===== src/rtl/serial_adder_pkg.sv =====
// Shared types and elaboration limits for the bit-serial adder controller.
package serial_adder_pkg;

    typedef enum logic [1:0] {
        IDLE = 2'd0,
        ADD  = 2'd1,
        DONE = 2'd2
    } state_t;

    localparam int MIN_WIDTH = 32'sd2;
    localparam int MAX_WIDTH = 32'sd32;

endpackage


===== src/rtl/serial_adder_ctrl_full_adder_bit.sv =====
// Single-bit full adder assembled from two half adders; the carries are ORed
// because both half-adder carries can never be set at the same time.
module half_adder (
    input  logic i_bit1,
    input  logic i_bit2,
    output logic o_sum,
    output logic o_carry
);

    assign o_sum   = i_bit1 ^ i_bit2;
    assign o_carry = i_bit1 & i_bit2;

endmodule

module full_adder_bit (
    input  logic i_bit1,
    input  logic i_bit2,
    input  logic i_carry,
    output logic o_sum,
    output logic o_carry
);

    logic ha0_sum_s;
    logic ha0_carry_s;
    logic ha1_carry_s;

    half_adder u_ha0 (
        .i_bit1  (i_bit1),
        .i_bit2  (i_bit2),
        .o_sum   (ha0_sum_s),
        .o_carry (ha0_carry_s)
    );

    half_adder u_ha1 (
        .i_bit1  (ha0_sum_s),
        .i_bit2  (i_carry),
        .o_sum   (o_sum),
        .o_carry (ha1_carry_s)
    );

    assign o_carry = ha0_carry_s | ha1_carry_s;

endmodule


===== src/rtl/serial_adder_ctrl.sv =====
// Bit-serial adder controller: one full-adder cell is stepped LSB-first over
// WIDTH cycles; the result is held in output registers until the next completion.
module serial_adder_ctrl
    import serial_adder_pkg::*;
#(
    parameter int WIDTH = 8
) (
    input  logic             i_clk,
    input  logic             i_rst,
    input  logic             i_start,
    input  logic [WIDTH-1:0] i_operand_a,
    input  logic [WIDTH-1:0] i_operand_b,
    output logic             o_ready,
    output logic             o_busy,
    output logic [WIDTH-1:0] o_sum,
    output logic             o_carry,
    output logic             o_done
);

    localparam int CNT_W = $clog2(WIDTH);
    localparam logic [CNT_W-1:0] CNT_LAST = CNT_W'(WIDTH - 32'sd1);
    localparam logic [CNT_W-1:0] CNT_ONE  = CNT_W'(32'sd1);

    if ((WIDTH < MIN_WIDTH) || (WIDTH > MAX_WIDTH)) begin : g_width_bad
        $error("serial_adder_ctrl: WIDTH out of range");
    end

    state_t             state_r;
    state_t             state_nxt_s;
    logic               accept_s;
    logic               last_bit_s;
    logic [WIDTH-1:0]   shift_a_r;
    logic [WIDTH-1:0]   shift_b_r;
    // Only WIDTH-1 bits are kept: the newest bit arrives via acc_nxt_s.
    logic [WIDTH-2:0]   acc_r;
    logic [WIDTH-1:0]   acc_nxt_s;
    logic               carry_r;
    logic [CNT_W-1:0]   bit_cnt_r;
    logic [WIDTH-1:0]   sum_r;
    logic               carry_out_r;
    logic               fa_sum_s;
    logic               fa_carry_s;

    full_adder_bit u_fa (
        .i_bit1  (shift_a_r[0]),
        .i_bit2  (shift_b_r[0]),
        .i_carry (carry_r),
        .o_sum   (fa_sum_s),
        .o_carry (fa_carry_s)
    );

    assign acc_nxt_s  = {fa_sum_s, acc_r};
    assign last_bit_s = (bit_cnt_r == CNT_LAST);

    // Next-state decode and request acceptance.
    always_comb begin
        state_nxt_s = state_r;
        accept_s    = 1'b0;
        case (state_r)
            IDLE: begin
                if (i_start) begin
                    accept_s    = 1'b1;
                    state_nxt_s = ADD;
                end else begin
                    state_nxt_s = IDLE;
                end
            end
            ADD: begin
                if (last_bit_s) begin
                    state_nxt_s = DONE;
                end else begin
                    state_nxt_s = ADD;
                end
            end
            DONE: begin
                if (i_start) begin
                    accept_s    = 1'b1;
                    state_nxt_s = ADD;
                end else begin
                    state_nxt_s = IDLE;
                end
            end
            default: begin
                state_nxt_s = IDLE;
            end
        endcase
    end

    // State register.
    always_ff @(posedge i_clk) begin
        if (i_rst) begin
            state_r <= IDLE;
        end else begin
            state_r <= state_nxt_s;
        end
    end

    // Serial datapath: operand shifters, carry flop, accumulator and result.
    always_ff @(posedge i_clk) begin
        if (i_rst) begin
            shift_a_r   <= '0;
            shift_b_r   <= '0;
            acc_r       <= '0;
            carry_r     <= 1'b0;
            bit_cnt_r   <= '0;
            sum_r       <= '0;
            carry_out_r <= 1'b0;
        end else if (accept_s) begin
            shift_a_r <= i_operand_a;
            shift_b_r <= i_operand_b;
            acc_r     <= '0;
            carry_r   <= 1'b0;
            bit_cnt_r <= '0;
        end else if (state_r == ADD) begin
            shift_a_r <= {1'b0, shift_a_r[WIDTH-1:1]};
            shift_b_r <= {1'b0, shift_b_r[WIDTH-1:1]};
            acc_r     <= acc_nxt_s[WIDTH-1:1];
            carry_r   <= fa_carry_s;
            bit_cnt_r <= bit_cnt_r + CNT_ONE;
            if (last_bit_s) begin
                sum_r       <= acc_nxt_s;
                carry_out_r <= fa_carry_s;
            end
        end
    end

    assign o_sum   = sum_r;
    assign o_carry = carry_out_r;
    assign o_done  = (state_r == DONE);
    assign o_busy  = (state_r == ADD);
    assign o_ready = (state_r == IDLE) || (state_r == DONE);

endmodule


===== config.mk =====
export PLATFORM = sky130hd
export DESIGN_NAME = serial_adder_ctrl
export DESIGN_NICKNAME = d
export VERILOG_FILES = /design/src/rtl/serial_adder_pkg.sv /design/src/rtl/serial_adder_ctrl_full_adder_bit.sv /design/src/rtl/serial_adder_ctrl.sv
export SDC_FILE = /design/constraint.sdc
export NUM_CORES = 1
export LEC_CHECK = 0
export ABC_CLOCK_PERIOD_IN_PS = 1600
export CORE_MARGIN = 2
export CORE_UTILIZATION = 40
export DETAILED_ROUTE_END_ITERATION = 10
export PLACE_DENSITY_LB_ADDON = 0.25
export SETUP_SLACK_MARGIN = 0.2
export SYNTH_ARGS = -nofsm -noshare
export SYNTH_HDL_FRONTEND = slang
export SYNTH_SLANG_ARGS = --single-unit

===== constraint.sdc =====
create_clock -name i_clk -period 1.6 [get_ports i_clk]
set_input_delay 0.32 -clock i_clk [delete_from_list [all_inputs] [get_ports i_clk]]
set_output_delay 0.32 -clock i_clk [all_outputs]
set_load 0.05 [all_outputs]

==> results of run 1 <==
-- logic make-up after synthesis --
kind of cell / after synthesis / synth area share (%)
compound gates: 37 / 14.24
xor+xnor: 1 / 0.5796
simple gates: 79 / 23.84
buf+inv: 16 / 7.366
mux: 1 / 0.6623
fa+ha+maj: 3 / 2.980
flops: 38 / 50.33
-- metrics by stage --
stage | power, mW | instances
after global routing | 2.197 | 256
after global placement | 1.287 | 246
after floorplan | 1.213 | 175
after CTS | 2.119 | 255
final | 2.102 | 256
after detailed placement | 1.295 | 246
-- Yosys cell counts, drive strengths merged --
cell type,n
a21oi,22
a22oi,2
a311oi,3
and2b,1
buf,10
clkbuf,4
clkinv,1
dfxtp,38
fa,1
ha,2
inv,1
mux2i,1
nand2,36
nand2b,3
nand3,12
nand3b,1
nor2,6
nor2b,1
nor3,19
o21a,1
o22ai,9
xnor2,1
-- layout make-up --
| type | instances | share of cell area (%) |
|---|---|---|
| inverters | 2 | 0.6382 |
| clock buffers | 6 | 4.212 |
| clock inverters | 1 | 1.532 |
| repair inverters | 1 | 0.2553 |
| flip-flops and latches | 38 | 38.86 |
| repair buffers | 39 | 18.70 |
| multi-input cells | 121 | 32.74 |
| well taps | 48 | 3.063 |
-- placed cells by master (no fill, tap or decap) --
master and count:
a311oi_1 3, nand3_1 12, fa_1 1, nand2b_4 1, a22oi_1 2, nand2b_1 1
buf_12 2, xnor2_1 1, nor2_1 6, o22ai_1 9, bufinv_16 1, ha_1 2
a21oi_1 22, clkinv_4 1, dfxtp_2 1, nand2b_2 1, nor3_1 19, buf_6 1
and2b_1 1, nor2b_1 1, clkbuf_8 6, clkdlybuf4s50_1 18, o21a_1 1, dfxtp_1 37
inv_1 1, nand3b_1 1, clkinv_2 1, buf_4 18, mux2i_1 1, nand2_1 36
-- worst max-delay path: cells and delay by family (launching register included) --
family / cells / cell delay (ns)
DFF: 1 / 0.31
and+or+nand+nor: 1 / 0.23
buffers and inverters: 2 / 0.23
-- state kept, by name, indices dropped and copies added (netlist names) --
| signal | flops |
|---|---|
| acc_r | 7 |
| bit_cnt_r | 3 |
| carry_r | 1 |
| o_carry | 1 |
| o_sum | 8 |
| shift_a_r | 8 |
| shift_b_r | 8 |
| state_r | 2 |
-- repair_timing --
action | 4_1_cts | 5_1_grt
hold buffers | 0 | 0
endpoints found under the hold margin | 0 | 0
buffers inserted | 1 | 1
resized for setup | 3 | 0
pin swaps | 0 | 0
cloned | 1 | 0
setup endpoints to repair | 1 | 10
-- power by group through the flow --
stage | clock network (mW) | registers, mW | logic, mW
after floorplan | 0 | 1.03 | 0.184
after global placement | 0 | 1.04 | 0.252
after detailed placement | 0 | 1.04 | 0.258
after CTS | 0.833 | 1.02 | 0.269
after global routing | 0.881 | 1.02 | 0.295
final | 0.818 | 1.02 | 0.268
-- worst max path at each step --
stage / start / end
3_5_place_dp: i_start / bit_cnt_r[0]$_SDFFE_PP0P_
6_report: state_r[1]$_SDFF_PP0_ / o_busy
5_1_grt: state_r[1]$_SDFF_PP0_ / o_busy
4_1_cts: bit_cnt_r[0]$_SDFFE_PP0P_ / o_sum[5]$_SDFFE_PP0P_
3_3_place_gp: i_start / bit_cnt_r[0]$_SDFFE_PP0P_
2_1_floorplan: state_r[0]$_SDFF_PP0_ / o_done
-- per-layer routing --
metal,share of wire [%],routed length (um),GRT usage (%),vias to the layer above
met4,1.2,39,8.073,0
met2,48,1598,29.97,34
li1,-,-,-,668
met1,45,1527,21.40,573
met5,0,0,0,-
met3,5.7,193,5.993,5
==> run metrics, run 1 <==
status finished clean; placed standard-cell area 0.001821 mm^2; Vias 1280; register-to-register path setup slack 0.30 ns; synthesized area 0.001511 mm^2; register area 762.0 um^2; register area share after synthesis 50.33%; Critical Path Fanout Max 3; design area 0.001961 mm^2; fmax 732.1 MHz; Worst R2R End o_sum[5]$_SDFFE_PP0P_; clock network fraction of design power 38.9%; largest net degree at the start of global routing 27; post-synth top area cell dfxtp_1; die area 0.004286 mm^2; drt drc 0; drt first pass iters 4; Hold Path Class reg2reg; Max-cap violations 0; RSZ-0062 raised after global routing yes; Avg WL per Cell 13.12 um; Antenna Cells 0; area grow syn2layout 29.72%; Crit Path Category reg2out; DPL Wire Length 2.215 mm; number of CTS-inserted buffers 5; Reg2Reg Depth 6; first-pass GRT wire length 5.782 mm; layout cells sized above 1 15.87%; final global-route overflow total 0; crit path capture type output pin; Final period util 85.37%; Cell Chain, Critical Path nand2b_2 > clkinv_4 > buf_6; core area 0.003633 mm^2; initial core utilization 41.60%; worst hold start o_sum[3]$_SDFFE_PP0P_; slew margin rel. 73.26%; Synth cell types 26; CTS clk-pin slew, worst paths 0.07 ns; Die Ht 65.47 um; Worst-Skew Late Latency 0.29 ns; Routed WL 3.359 mm; GPL Wtd Cong 0.7383; Final Hold Vio Count 0; delay of the slowest critical-path stage 0.31 ns; Setup-failing EPs final 0; Synth area leaders dfxtp_1, nand2_1, a21oi_1, nor3_1, nand3_1; Critical-path top delay cell dfxtp_1; Std-Cell Rows 22; htree depth 2; via/cell ratio 5.000; Worst Hold Path EP o_sum[3]$_SDFFE_PP0P_; Synth Net Count 197; detailed router's first-iteration violation count 56; Leak Pwr 0.7291 nW; vias in the first global route 1264; Final nets 230; initial antenna violation count 0; fin worst setup slack 0.2341 ns; Slew Limit Fails 0; PortBufs 30; Req. time, crit path 1.28 ns; io pins 31; Min Clock Period, post-route 1.366 ns; Worst Skew 0.01076 ns; Sw Share 23.29%; Core Util, Final 53.96%; YS warnings 0; post-synth top area share 50.33%; Worst VDD drop 0.4925 mV; multi-input logic area 641.9 um^2; Comb power frac 12.8%; #FFs+latches synth 38; CTS root buf clkbuf_8; actual slew at the worst max-slew pin 0.4011 ns; DRT antenna net count 0; Mapped Cells 175; Seq pwr share 48.3%; CP arrival 1.05 ns; die width 65.47 um; Global Route Usage Sum 18.16%; switching pwr 0.4894 mW; power per cell area 1072 mW/mm^2; WHS Path Cells 2; P_int 1.612 mW; CP Launch Type flip-flop; CTS tree yes; Worst R2R Start state_r[1]$_SDFF_PP0_; fill count 340; setup TNS 0 ns; worst slack, placed 0.01215 ns; Mean Syn Cell Area 8.637 um^2; final hold slack 0.4594 ns; clk buf depth 2; clock sink total 38
(Power assumes the default switching activity.)
==> run 2, diff against run 1 <==
--- a/config.mk
+++ b/config.mk
@@ -8,6 +8,7 @@
 export ABC_CLOCK_PERIOD_IN_PS = 1600
 export CORE_MARGIN = 2
 export CORE_UTILIZATION = 40
+export CTS_BUF_LIST = sky130_fd_sc_hd__clkbuf_4
 export DETAILED_ROUTE_END_ITERATION = 10
 export PLACE_DENSITY_LB_ADDON = 0.25
 export SETUP_SLACK_MARGIN = 0.2
==> run metrics, run 2 (same netlist as run 1, synthesis figures left out) <==
status finished clean (unchanged); slew margin rel. 74.16% (was 73.26%); number of CTS-inserted buffers 5 (unchanged); first-pass GRT wire length 5.816 mm (was 5.782 mm); actual slew at the worst max-slew pin 0.3876 ns (was 0.4011 ns); Worst Skew 0.01404 ns (was 0.01076 ns); fin worst setup slack 0.2298 ns (was 0.2341 ns); crit path capture type output pin (unchanged); die width 65.47 um (unchanged); Final Hold Vio Count 0 (unchanged); power per cell area 989.6 mW/mm^2 (was 1072 mW/mm^2); drt first pass iters 4 (unchanged); worst slack, placed 0.01215 ns (unchanged); drt drc 0 (unchanged); final hold slack 0.4644 ns (was 0.4594 ns); CTS root buf clkbuf_4 (was clkbuf_8); GPL Wtd Cong 0.7383 (unchanged); Routed WL 3.384 mm (was 3.359 mm); CP Launch Type flip-flop (unchanged); DP Cell Count 246 (unchanged); largest net degree at the start of global routing 27 (unchanged); Worst-Skew Late Latency 0.35 ns (was 0.29 ns); Critical Path Fanout Max 3 (unchanged); die area 0.004286 mm^2 (unchanged); Avg WL per Cell 13.22 um (was 13.12 um); multi-input logic area 649.4 um^2 (was 641.9 um^2); RSZ-0062 raised after global routing yes (unchanged); htree depth 2 (unchanged); commonest non-fill, non-tap cells in the layout nand2_1, dfxtp_1, a21oi_1 (was dfxtp_1, nand2_1, a21oi_1); Crit Path Category reg2out (unchanged); area grow syn2layout 27.73% (was 29.72%); final global-route overflow total 0 (unchanged); Die Ht 65.47 um (unchanged); clock sink total 38 (unchanged); fmax 729.8 MHz (was 732.1 MHz); Req. time, crit path 1.28 ns (about the same); core area 0.003633 mm^2 (unchanged); Hold Path Class reg2reg (unchanged); CP arrival 1.05 ns (about the same); io pins 31 (unchanged); clk buf depth 2 (unchanged); Max-cap violations 0 (unchanged); Final period util 85.64% (was 85.37%); Std-Cell Rows 22 (unchanged); initial core utilization 41.60% (unchanged); Setup-failing EPs final 0 (unchanged); vias in the first global route 1279 (was 1264); Final nets 230 (unchanged); Min Clock Period, post-route 1.370 ns (was 1.366 ns); CTS tree yes (unchanged); layout cells sized above 1 16.35% (was 15.87%); via/cell ratio 5.023 (was 5.000); initial antenna violation count 0 (unchanged); register area 765.7 um^2 (was 762.0 um^2); CTS clk-pin slew, worst paths 0.11 ns (was 0.07 ns); Leak Pwr 0.7124 nW (was 0.7291 nW); detailed router's first-iteration violation count 58 (was 56); DRT antenna net count 0 (unchanged); Slew Limit Fails 0 (unchanged); PortBufs 30 (unchanged); setup TNS 0 ns (unchanged); Antenna Cells 0 (unchanged); DPL Wire Length 2.215 mm (unchanged); fill count 343 (was 340); Vias 1286 (was 1280); Worst VDD drop 0.3833 mV (was 0.4925 mV); Non-Filler Instances 256 (unchanged); Global Route Usage Sum 18.23% (was 18.16%)
[run 2: through the flow]
step	instance area [um^2]	util, %	power (mW)
3_3_place_gp	1821	50.10	1.287
4_1_cts	1927	53.03	1.919
2_1_floorplan	1511	-	1.213
3_5_place_dp	1821	50.10	1.295
6_report	1931	53.13	1.911
5_1_grt	1931	53.13	1.997
[run 2: layout make-up]
type,instances,area share [%]
clock buffers,5,1.944
clock inverters,2,1.750
inverters,2,0.6481
multi-input cells,121,33.64
flip-flops and latches,38,39.66
well taps,48,3.111
repair buffers,39,18.99
repair inverters,1,0.2592
[run 2: path summary, 6_finish.rpt]
kind                                  start               endpoint  slack [ns]  depth (start not counted)
hold reg to reg       o_sum[1]$_SDFFE_PP0P_  o_sum[1]$_SDFFE_PP0P_        0.46                          2
hold / removal        o_sum[1]$_SDFFE_PP0P_  o_sum[1]$_SDFFE_PP0P_        0.46                          2
setup / recovery      state_r[1]$_SDFF_PP0_                 o_busy        0.23                          3
setup reg to reg  bit_cnt_r[0]$_SDFFE_PP0P_  o_sum[5]$_SDFFE_PP0P_        0.33                          6
[run 2: repair_timing]
item	CTS	global route
setup endpoints to repair	3	2
gates resized for setup	5	2
hold buffers	0	0
cloned	1	0
buffers inserted	2	0
[run 2: critical path, cell delays in order, from the launching register on]
cell      delay [ns]
dfxtp_2         0.34
nand2b_4        0.15
clkinv_4        0.07
buf_6           0.15
[run 2: per-layer routing]
layer | vias to the layer above | GRT usage (%) | wire length (um)
li1 | 670 | - | -
met1 | 585 | 21.72 | 1583
met2 | 24 | 29.85 | 1590
met3 | 7 | 4.452 | 139
met4 | 0 | 10.42 | 71
met5 | - | 0 | 0
[run 2: report_power, final]
group          internal, mW  leakage, nW  total [mW]  switching (mW)
registers             0.989        0.311        1.02          0.0278
clock network         0.316       0.0387       0.624           0.308
logic                 0.125        0.363       0.270           0.144
total                  1.43        0.712        1.91           0.481
